===== src/rtl/ex_result_skid.sv =====
// ex_result_skid: registered execute-to-writeback stage with a 2-entry skid buffer.
// Captures the ALU result, destination index and write enable, derives zero/negative
// flags at capture, and presents them through a valid/ready handshake with a
// registered in_ready.
// Optional feature: define EX_RESULT_PARITY_EN to add the out_parity output.
module ex_result_skid #(
  parameter int unsigned DATA_W      = 32,
  parameter int unsigned RD_W        = 5,
  parameter int unsigned STALL_CNT_W = 16
) (
  input  logic                   clk,
  input  logic                   rst_n,
  input  logic                   flush,
  input  logic                   in_valid,
  output logic                   in_ready,
  input  logic [DATA_W-1:0]      in_result,
  input  logic [RD_W-1:0]        in_rd,
  input  logic                   in_wen,
  output logic                   out_valid,
  input  logic                   out_ready,
  output logic [DATA_W-1:0]      out_result,
  output logic [RD_W-1:0]        out_rd,
  output logic                   out_wen,
  output logic                   out_zero,
  output logic                   out_neg,
`ifdef EX_RESULT_PARITY_EN
  output logic                   out_parity,
`endif
  output logic [STALL_CNT_W-1:0] stall_cnt
);

  typedef struct packed {
    logic [DATA_W-1:0] result;
    logic [RD_W-1:0]   rd;
    logic              wen;
    logic              zero;
    logic              neg;
`ifdef EX_RESULT_PARITY_EN
    logic              parity;
`endif
  } entry_t;

  // Occupancy states: EMPTY (no entries), FULL1 (M only), FULL2 (M and S)
  localparam logic [1:0] ST_EMPTY = 2'd0;
  localparam logic [1:0] ST_FULL1 = 2'd1;
  localparam logic [1:0] ST_FULL2 = 2'd2;

  logic [1:0] state_q;
  logic [1:0] state_d;
  entry_t     m_q;
  entry_t     s_q;
  entry_t     in_entry;
  logic       accept;
  logic       retire;
  logic       load_m;
  logic       load_s;
  logic       move_s;

  assign accept = in_valid && in_ready;
  assign retire = out_valid && out_ready;

  // Build the entry to be captured, deriving flags from the incoming result
  always_comb begin
    in_entry        = '0;
    in_entry.result = in_result;
    in_entry.rd     = in_rd;
    in_entry.wen    = in_wen && (in_rd != '0);
    in_entry.zero   = (in_result == '0);
    in_entry.neg    = in_result[DATA_W-1];
`ifdef EX_RESULT_PARITY_EN
    in_entry.parity = ^in_result;
`endif
  end

  // Next occupancy state and entry load controls; flush overrides everything
  always_comb begin
    state_d = state_q;
    load_m  = 1'b0;
    load_s  = 1'b0;
    move_s  = 1'b0;
    case (state_q)
      ST_EMPTY: begin
        if (accept) begin
          load_m  = 1'b1;
          state_d = ST_FULL1;
        end
      end
      ST_FULL1: begin
        if (accept && retire) begin
          load_m = 1'b1;
        end else if (accept) begin
          load_s  = 1'b1;
          state_d = ST_FULL2;
        end else if (retire) begin
          state_d = ST_EMPTY;
        end
      end
      ST_FULL2: begin
        if (retire) begin
          move_s  = 1'b1;
          state_d = ST_FULL1;
        end
      end
      default: state_d = ST_EMPTY;
    endcase
    if (flush) begin
      state_d = ST_EMPTY;
      load_m  = 1'b0;
      load_s  = 1'b0;
      move_s  = 1'b0;
    end
  end

  // State register with registered handshake flags derived from the next state
  always_ff @(posedge clk or negedge rst_n) begin
    if (!rst_n) begin
      state_q   <= ST_EMPTY;
      out_valid <= 1'b0;
      in_ready  <= 1'b1;
    end else begin
      state_q   <= state_d;
      out_valid <= (state_d != ST_EMPTY);
      in_ready  <= (state_d != ST_FULL2);
    end
  end

  // Entry storage: M takes new data or the skid entry, S takes overflow data
  always_ff @(posedge clk or negedge rst_n) begin
    if (!rst_n) begin
      m_q <= '0;
      s_q <= '0;
    end else begin
      if (load_m) begin
        m_q <= in_entry;
      end else if (move_s) begin
        m_q <= s_q;
      end
      if (load_s) begin
        s_q <= in_entry;
      end
    end
  end

  // Saturating count of back-pressured cycles, cleared only by reset
  always_ff @(posedge clk or negedge rst_n) begin
    if (!rst_n) begin
      stall_cnt <= '0;
    end else if (out_valid && !out_ready && (stall_cnt != '1)) begin
      stall_cnt <= stall_cnt + STALL_CNT_W'(1);
    end
  end

  assign out_result = m_q.result;
  assign out_rd     = m_q.rd;
  assign out_wen    = m_q.wen;
  assign out_zero   = m_q.zero;
  assign out_neg    = m_q.neg;
`ifdef EX_RESULT_PARITY_EN
  assign out_parity = m_q.parity;
`endif

endmodule


===== config.mk =====
export PLATFORM = sky130hd
export DESIGN_NAME = ex_result_skid
export DESIGN_NICKNAME = d
export VERILOG_FILES = /design/src/rtl/ex_result_skid.sv
export SDC_FILE = /design/constraint.sdc
export NUM_CORES = 1
export LEC_CHECK = 0
export CAP_MARGIN = 40
export CORE_MARGIN = 2
export CORE_UTILIZATION = 50
export DETAILED_ROUTE_END_ITERATION = 7
export PLACE_DENSITY = 0.8
export SYNTH_ARGS = -nofsm -noshare
export SYNTH_HDL_FRONTEND = slang
export SYNTH_SLANG_ARGS = --single-unit

===== constraint.sdc =====
create_clock -name clk -period 1.96 [get_ports clk]
set_input_delay 0.588 -clock clk [delete_from_list [all_inputs] [get_ports clk]]
set_output_delay 0.588 -clock clk [all_outputs]
set_load 0.005 [all_outputs]

==> results.toml <==
[status]
status = "completed"

[clock_tree]
worstSkewPairLatency_ns = 0.36
cts_buffer_depth = 2
ctsRootBufferMaster = "clkbuf_8"
cts_sinks = 98
cts_hold_buf = 0
h-tree-depth = 3
clk_pin_slew_worst_paths_ns = 0.09
cts_tree = "built"
cts_buffers = 9

[synthesis]
post-synth-top-area-cell = "dfrtp_1"
synth-warning-count = 0
yosysTopAreaCellShare_pct = 53.64
ys_dominant_reg_cell = "dfrtp_1"
ys_top_cells_by_count = "dfrtp_1, nor2_1, a21oi_1"
syn_inst = 366
async_flop_share_pct = 100.0
ys_seq_area_share_pct = 54.22
yosysMostFrequentCell = "dfrtp_1"
synth_area_per_cell_um2 = 12.37
yosysUniqueCellTypes = 47
synth_area_leaders = "dfrtp_1, mux2_4, mux2i_1, a21oi_1, nor2_1"
synth_area_um2 = 4526
syn_nets = 410
synth-seq-cells = 98
synth-edff-count = 0

[placed_design]
dpl_cell_area_um2 = 5968
dp_hpwl_mm = 7.430
place_congestion = 0.8375
port_buffers = 100

[drt]
vias_per_cell = 5.412
vias = 3415
drc = 0
dr.pass1.iters = 4
routedWlPerCell_um = 16.70
ant_nets = 0
dr.first_iter.drc_count = 100
drt-total-wl_mm = 10.54

[power]
switching_power_mw = 1.909
vdd_drop_max_mv = 0.6039
power.share.switching_pct = 27.88
internal_power_mw = 4.939
total_leakage_power_nw = 2.990
p_seq_share_pct = 45.8
clockPowerShare_pct = 20.9
power_frac_comb_pct = 33.4
power_mw = 6.848
cellPowerDensity_nw_per_um2 = 1092

[setup_path]
rrSetupSlack_ns = 0.06
worstSetupStartpointType = "flip-flop"
worstSetupPathType = "reg2out"
r2r-end = "s_q[7]$_DFFE_PN0P_"
r2r.worst_path.cells = 5
crit_arrival_ns = 1.32
crit_family = "buffers and inverters"
cp_max_fo = 4
path_buf_inv = 1
crit_path_top_delay_cell = "clkdlybuf4s50_1"
slowest_delay_ns = 0.53
endpoint_kind = "output port"
critPathRequiredTime_ns = 1.37
timing.rr.start = "in_ready$_DFF_PN1_"
path_cells = "clkdlybuf4s50_1"

[sta]
finalCritPeriodShare_pct = 97.26
final-setup-viol-count = 0
drv_slew = 0
totalNegativeSetupSlack_ns = 0
worst_pin_slew_ns = 0.4511
slew_headroom_pct = 69.15
clock.fmax_mhz = 524.6
rsz0062_at_grt = "false"
final_hold_viol_count = 0
whs_ns = 0.1971
finalClockSkew_ns = 0.009038
min_period_ns = 1.906

[floorplanning]
row_count = 34
core-area_um2 = 8763
die_y_um = 99.14
die-area_um2 = 9828
initial_utilization_pct = 51.64
ios = 101
die_w_um = 99.14

[layout]
seqCellArea_um2 = 2464
drive_above_1_share_pct = 25.43
final_area_um2 = 6274
nets = 562
antenna_cells = 0
fill_cells = 638
multiInputGateArea_um2 = 1919
area_growth_pct = 38.62

[global_route]
grt_max_degree = 59
grt_pass1_vias = 3587
antenna_found_initial = 0
grt_overflow = 0
track_usage_pct = 22.56
grt_pass1_wl_mm = 17.53

[flow_run]
cap_violations = 0

[hold_path]
hp-class = "in2async"
-- final cells by class --
type / count / share of cell area, %
tap: 108 / 2.154
multi-input combinational: 246 / 30.59
clock inverter: 5 / 1.237
inverter: 2 / 0.1197
timing repair buffer: 161 / 24.37
clock buffer: 11 / 2.254
sequential: 98 / 39.27
-- through the flow --
| stage | std cells | utilization (%) | setup WS (ns) |
|---|---|---|---|
| final | 631 | 71.59 | 0.05373 |
| after global routing | 631 | 71.59 | 0.002399 |
| after CTS | 627 | 71.13 | 0.004831 |
| after detailed placement | 609 | 68.10 | -0.4747 |
| after global placement | 609 | 68.10 | -0.4336 |
| after floorplan | 366 | - | 0.1256 |
-- logic make-up after synthesis --
| group | Yosys count | synth area share (%) |
|---|---|---|
| AND/OR/NAND/NOR | 100 | 11.45 |
| flip-flops | 98 | 54.22 |
| multiplexers | 77 | 21.07 |
| AO/OA/AOI/OAI | 58 | 7.188 |
| buffers and inverters | 22 | 3.870 |
| XOR/XNOR | 10 | 1.935 |
| adder cells (fa/ha/maj) | 1 | 0.2764 |
-- layout by cell type (no fill, tap or decap), types with 2 or more instances in the layout --
cell,n
clkdlybuf4s50_1,95
dfrtp_1,89
buf_4,55
nor2_1,47
a21oi_1,42
mux2i_1,39
mux2_4,36
nor4_1,12
clkbuf_8,10
dfrtp_2,8
nand4_1,7
xor2_1,7
nand2_1,6
nor3_1,5
nand3_1,5
dlygate4sd2_1,4
buf_12,4
o21ai_0,3
xnor2_1,3
and2_1,2
nand4bb_1,2
a31oi_1,2
or2_2,2
nand4b_1,2
o21a_1,2
inv_1,2
or4_1,2
mux2_2,2
bufinv_16,2
clkinv_2,2
buf_6,2
-- sequential cells by signal, indices dropped and copies added, names as in the netlist --
name        cells
out_valid       1
state_q         2
s_q            39
out_wen         1
out_result     32
stall_cnt      16
out_rd          5
in_ready        1
out_zero        1
-- power by group through the flow --
stage          sequential [mW]  combinational [mW]  clock [mW]
6_report                  3.13                2.29        1.43
5_1_grt                   3.21                2.48        1.54
4_1_cts                   3.14                2.25        1.46
2_1_floorplan             3.09                1.10           0
3_3_place_gp              3.13                2.13           0
3_5_place_dp              3.15                2.23           0
-- what timing repair did --
| item | CTS | global route |
|---|---|---|
| buffers inserted | 1 | 4 |
| setup endpoints to repair | 71 | 22 |
| resized for setup | 12 | 6 |
| gates cloned | 1 | 0 |
| pin swaps | 1 | 1 |
-- layer usage --
layer  wire, µm  share of wire, %  GRT usage, %  up-vias
met4        102              0.97         5.690        0
met5          0                 0             0        -
li1           -                 -             -     1617
met3        566               5.4         4.989       13
met2       5090                48         36.33       91
met1       4777                45         31.48     1694
-- worst max path at each step --
stage	cells after the start	from	to	slack, ns
after CTS	1	stall_cnt[11]$_DFFE_PN0P_	stall_cnt[11]	0.005
after global placement	7	in_valid	out_result[16]$_DFFE_PN0P_	-0.43
after floorplan	5	flush	s_q[10]$_DFFE_PN0P_	0.13
after detailed placement	5	in_valid	s_q[7]$_DFFE_PN0P_	-0.47
final	1	stall_cnt[0]$_DFFE_PN0P_	stall_cnt[0]	0.05
after global routing	8	out_ready	out_rd[3]$_DFFE_PN0P_	0.002
No activity file was read; power rests on OpenSTA's default activity.
